$ cat config.mk
export PLATFORM = sky130hd
export DESIGN_NAME = regfile_sb
export DESIGN_NICKNAME = d
export VERILOG_FILES = /design/src/rtl/regfile_sb.sv
export SDC_FILE = /design/constraint.sdc
export NUM_CORES = 2
export LEC_CHECK = 0
export CORE_ASPECT_RATIO = 0.8
export CORE_MARGIN = 2
export CORE_UTILIZATION = 40
export DETAILED_ROUTE_END_ITERATION = 8
export PLACE_DENSITY = 0.53
export SLEW_MARGIN = 15
export SYNTH_ARGS = -nofsm -noshare
export SYNTH_HDL_FRONTEND = slang
export SYNTH_SLANG_ARGS = --single-unit
$ cat constraint.sdc
create_clock -name RF_clk -period 4.2 [get_ports RF_clk]
set_clock_uncertainty 0.05 [all_clocks]
set_input_delay 0.63 -clock RF_clk [delete_from_list [all_inputs] [get_ports RF_clk]]
set_output_delay 0.63 -clock RF_clk [all_outputs]
set_load 0.05 [all_outputs]
$ cat src/rtl/regfile_sb.sv
// regfile_sb: parametrised register file with write-to-read bypass and a
// per-register busy scoreboard. Decode reads operands and reserves
// destinations; writeback writes results and releases reservations.
//
// Handshake: RF_W and rsv_valid are valid-only strobes with no ready.
// Every request qualified by RF_ena (and not aimed at a hardwired zero
// register) is accepted at the next rising edge of RF_clk.
module regfile_sb #(
  parameter int DATA_W   = 32,
  parameter int ADDR_W   = 5,
  parameter int NREAD    = 2,
  parameter int ZERO_REG = 1,
  parameter int BYPASS   = 1
) (
  input  logic                    RF_clk,
  input  logic                    RF_rst_n,
  input  logic                    RF_ena,
  input  logic                    RF_W,
  input  logic [ADDR_W-1:0]       Rdc,
  input  logic [DATA_W-1:0]       Rd,
  input  logic                    rsv_valid,
  input  logic [ADDR_W-1:0]       rsv_addr,
  input  logic [NREAD*ADDR_W-1:0] rd_addr,
  output logic [NREAD*DATA_W-1:0] rd_data,
  output logic [NREAD-1:0]        rd_busy,
  output logic [2**ADDR_W-1:0]    busy_vec,
  output logic [ADDR_W:0]         busy_cnt,
  output logic                    rsv_err
);

  localparam int DEPTH = 2**ADDR_W;
  localparam bit ZERO_EN = (ZERO_REG != 0);
  localparam bit BYPASS_EN = (BYPASS != 0);
  localparam logic [ADDR_W:0] CNT_ONE = {{ADDR_W{1'b0}}, 1'b1};

  logic [DATA_W-1:0] mem [DEPTH];

  logic             wa;
  logic             ra;
  logic             same_idx;
  logic             set_new;
  logic             clr_old;
  logic             err_nxt;
  logic [DEPTH-1:0] busy_nxt;
  logic [ADDR_W:0]  cnt_nxt;

  // Accepted write / reservation: gated by enable, register 0 is inert when hardwired.
  assign wa = RF_ena && RF_W && !(ZERO_EN && (Rdc == '0));
  assign ra = RF_ena && rsv_valid && !(ZERO_EN && (rsv_addr == '0));

  // A same-index write and reservation means the old producer retires while
  // a new one claims the register, so the bit stays set and nothing is counted.
  assign same_idx = wa && ra && (Rdc == rsv_addr);
  assign set_new  = ra && !busy_vec[rsv_addr];
  assign clr_old  = wa && busy_vec[Rdc] && !same_idx;
  assign err_nxt  = ra && busy_vec[rsv_addr] && !same_idx;

  // Next scoreboard: clear on writeback, then set on reservation so set wins.
  always_comb begin
    busy_nxt = busy_vec;
    if (wa) busy_nxt[Rdc] = 1'b0;
    if (ra) busy_nxt[rsv_addr] = 1'b1;
  end

  // Incremental population count tracking busy_nxt without a popcount tree.
  always_comb begin
    cnt_nxt = busy_cnt;
    if (set_new && !clr_old) cnt_nxt = busy_cnt + CNT_ONE;
    else if (!set_new && clr_old) cnt_nxt = busy_cnt - CNT_ONE;
  end

  // Register storage: one write per cycle, cleared by reset.
  always_ff @(posedge RF_clk or negedge RF_rst_n) begin
    if (!RF_rst_n) begin
      for (int k = 0; k < DEPTH; k++) mem[k] <= '0;
    end else if (wa) begin
      mem[Rdc] <= Rd;
    end
  end

  // Scoreboard bits, busy count and the double-reservation pulse.
  always_ff @(posedge RF_clk or negedge RF_rst_n) begin
    if (!RF_rst_n) begin
      busy_vec <= '0;
      busy_cnt <= '0;
      rsv_err  <= 1'b0;
    end else begin
      busy_vec <= busy_nxt;
      busy_cnt <= cnt_nxt;
      rsv_err  <= err_nxt;
    end
  end

  // Read ports: disabled/zero register read 0, then bypass, then storage.
  always_comb begin
    rd_data = '0;
    rd_busy = '0;
    for (int i = 0; i < NREAD; i++) begin
      logic [ADDR_W-1:0] idx;
      idx = rd_addr[i*ADDR_W +: ADDR_W];
      if (!RF_ena) begin
        rd_data[i*DATA_W +: DATA_W] = '0;
      end else if (ZERO_EN && (idx == '0)) begin
        rd_data[i*DATA_W +: DATA_W] = '0;
      end else if (BYPASS_EN && wa && (idx == Rdc)) begin
        rd_data[i*DATA_W +: DATA_W] = Rd;
      end else begin
        rd_data[i*DATA_W +: DATA_W] = mem[idx];
        rd_busy[i] = busy_vec[idx];
      end
    end
  end

endmodule
==> metrics.md <==
| Metric | Value |
|---|---|
| Vias in the first global route | 39,000 |
| Die area | 148,000 µm² |
| Worst-Margin Slew | 1150 ps |
| Die width | 430 µm |
| CP max FO | 12 |
| Worst setup SP type | input pin |
| Post-synthesis sequential area ratio | 0.459 |
| Max-capacitance violation count | 0 |
| CTS tree | built |
| Yosys reg bits | 1,063 |
| VDD IR max | 339 µV |
| Mapped Area | 58,000 µm² |
| Initial antenna violation count | 3 |
| Nets | 4,201 |
| Critical Path Slowest Stage Cell | or4_4 |
| RR Endpoint | busy_cnt[5]$_DFFE_PN0P_ |
| Cell Pwr Density | 439 nW/µm² |
| Yosys cell types | 68 |
| Most frequent cell after synthesis | dfrtp_1 |
| Dpl hpwl | 138 mm |
| Primary FF master, synth | dfrtp_1 |
| Gr ovfl total | 0 |
| Layout cells sized above 1 | 0.525 |
| Clock Latency Late Sink | 750 ps |
| Leakage | 0.0304 µW |
| Worst EP required | 3520 ps |
| Int Power | 21,400 µW |
| Vias | 38,900 |
| Comb pwr share | 0.209 |
| Final min period | 4120 ps |
| Sw frac | 0.290 |
| Drt pass-1 iters | 5 |
| Synth warn | 0 |
| FP Rows | 124 |
| Core footprint | 143,000 µm² |
| Non-Filler Instances | 6,130 |
| Top-area cell type share of the netlist area | 0.459 |
| Die height | 345 µm |
| CP arrival | 3440 ps |
| GPL Wtd Cong | 0.907 |
| Fraction of registers with async set/reset | 1.00 |
| Ports | 162 |
| Max-slew headroom | 0.231 |
| H-tree depth | 3 |
| Unrepaired setup endpoints after global routing | no |
| DRT antenna net count | 0 |
| Synth cell count leaders | dfrtp_1 (1,063), mux2_2 (1,032), mux4_2 (515), clkbuf_1 (195), mux2i_1 (161) |
| Crit end category | output pin |
| Yosys top cell by area | dfrtp_1 |
| FF-to-FF path depth | 12 |
| DRC violations left | 0 |
| Filler cells | 12,500 |
| Critical path class | in2out |
| Hold WC Path Type | reg2reg |
| Cell Chain, Critical Path | clkdlybuf4s50_1 > buf_12 > or4_4 > o211ai_1 > o211ai_1 > buf_4 > a211oi_1 > a211o_1 > buf_6 |
| Post-Place Cells | 5,902 |
| Hold endpoint | mem[1015]$_DFFE_PN0P_ |
| Sw Pwr | 8720 µW |
| Final hold vios | 0 |
| Clk network pwr share | 0.370 |
| Hold Path Origin | mem[1015]$_DFFE_PN0P_ |
| PortBufs | 161 |
| Worst hold slack | 343 ps |
| Hold path depth | 0 |
| Initial Utilization | 0.404 |
| Post-Syn Instances | 3,967 |
| Final wirelength | 214 mm |
| Syn Nets | 4,030 |
| Vias per cell | 6.35 |
| Reg power frac | 0.421 |
| Max frequency | 243 MHz |
| Num CTS Buffers | 119 |
| Area contributors post-synth | dfrtp_1 (46%), mux2_2 (20%), mux4_2 (20%) |
| Clk Tree Root Cell | clkbuf_16 |
| Clock-pin slew on the worst setup and hold paths | 60 ps |
| 1st-iter DRT viols | 3,808 |
| Clk buf depth | 3 |
| TritonCTS Sinks | 1,063 |
| Total GRT Usage | 0.289 |
| Largest stage delay on the critical path | 550 ps |
| Slew Viols, Final | 0 |
| Antenna cell count | 0 |
| Endpoints failing setup | 0 |
| Fin crit share | 0.980 |
| Reg-to-Reg Start | busy_vec[31]$_DFF_PN0_ |
| Cell repeated most along the worst path | o211ai_1 |
| Area grow syn2layout | 18.2% |
| R2r setup slk | 790 ps |
| Avg Cell Area, Syn | 14.6 µm² |
| Outcome | complete, no violations |
| DR WL/cell | 34.9 µm |
| Pin count of the biggest net entering global routing | 109 |
| EDFF count, synth | 0 |
| First-pass GRT wire length | 307 mm |
==> routing by layer <==
metal	GRT usage	vias up	wire length, µm
met1	0.421	21400	94800
met5	0	-	23
met4	0.0778	4	6040
met2	0.443	1486	97300
li1	-	15700	-
met3	0.0581	337	15500
==> registers in the layout (all words and copies together) (netlist names) <==
signal and flops:
busy_cnt 6, busy_vec 32, mem 1024, rsv_err 1
==> layout make-up <==
| type | instances | area [µm²] | share of cell area |
|---|---|---|---|
| clock buffer | 164 | 3440 | 0.0502 |
| clock inverter | 59 | 709 | 0.0104 |
| inverter | 34 | 128 | 0.00186 |
| multi-input combinational | 2425 | 29600 | 0.432 |
| sequential | 1063 | 26600 | 0.388 |
| tap | 1890 | 2360 | 0.0345 |
| timing repair buffer | 495 | 5720 | 0.0834 |
==> power groups by stage <==
stage	clock network, µW	logic [µW]	registers, µW
after floorplan	0	3830	12700
after global placement	0	6210	12800
after detailed placement	0	6260	12800
after CTS	11300	6280	12600
after global routing	11700	6630	12900
final	11100	6290	12700
==> worst max path at each step <==
stage / startpoint / endpoint / slack, ps / depth (start not counted)
floorplan: rd_addr[5] / rd_busy[1] / 290 / 7
global placement: Rdc[0] / rd_data[48] / -110 / 9
detailed placement: Rdc[2] / rd_data[12] / -120 / 9
CTS: Rdc[0] / rd_data[43] / 40 / 9
global route: Rdc[0] / rd_data[46] / 30 / 11
finish: Rdc[0] / rd_data[43] / 80 / 9
==> through the flow <==
stage,instance area (µm²),setup TNS [ps],util,total power [µW],setup slack [ps]
floorplan,58000,0,-,16500,294
detailed placement,64300,-266,0.449,19100,-124
CTS,68500,0,0.478,30200,40.2
global route,68500,0,0.478,31200,25.9
global placement,64300,-561,0.449,19000,-105
finish,68500,0,0.478,30100,81.9
==> cells by family after synthesis <==
family | count (synthesis) | share of synthesized area
muxes | 1711 | 0.430
buffers and inverters | 479 | 0.0366
DFF | 1063 | 0.459
adders and majority gates | 6 | 0.00142
and+or+nand+nor | 330 | 0.0273
xor gates and xnor gates | 20 | 0.00302
AOI/OAI and AO/OA | 358 | 0.0433
==> what timing repair did <==
action / 4_1_cts / 5_1_grt
hold buffers: 1 / 0
endpoints found under the hold margin: 52 / 0
gates resized for setup: 1 / 7
setup buffers: 3 / 1
pin swaps: 1 / 5
setup endpoints to repair: 4 / 6
==> worst max-delay path, delay by kind of cell <==
kind / cells / cell delay [ps]
compound gates: 4 / 1120
simple gates: 1 / 550
buf+inv: 4 / 1130
==> placed cells by master, fill, tap and decap left out, drive strengths merged, types with 4 or more instances in the layout <==
cell           netlist  routed
a222oi               8       8
ha                   5       5
clkinv               1      34
o21ai               68      68
mux4               518     518
nor3                 7       7
a32oi               19      19
mux2i              161     161
nand2              158     158
mux2              1032    1032
buf                250     408
nor2                34      34
and2                17      17
nor4                 5       5
o22ai               23      23
clkdlybuf4s50        0      85
a21oi               49      49
clkbuf             195     165
nand4               13      13
clkinvlp             0       7
o221ai               5       5
o32ai                4       4
nor2b               24      24
nand2b              17      17
or2                  4       4
a22o                11      11
o221a                9       9
dfrtp             1063    1063
a211o               14      14
xnor2               12      12
o211ai              13      13
o22a                 5       5
a211oi              48      48
a22oi               67      67
bufinv               0      13
nand3               34      34
xor2                 8       8
inv                 33      39
Power figures use the tool's default switching activity.
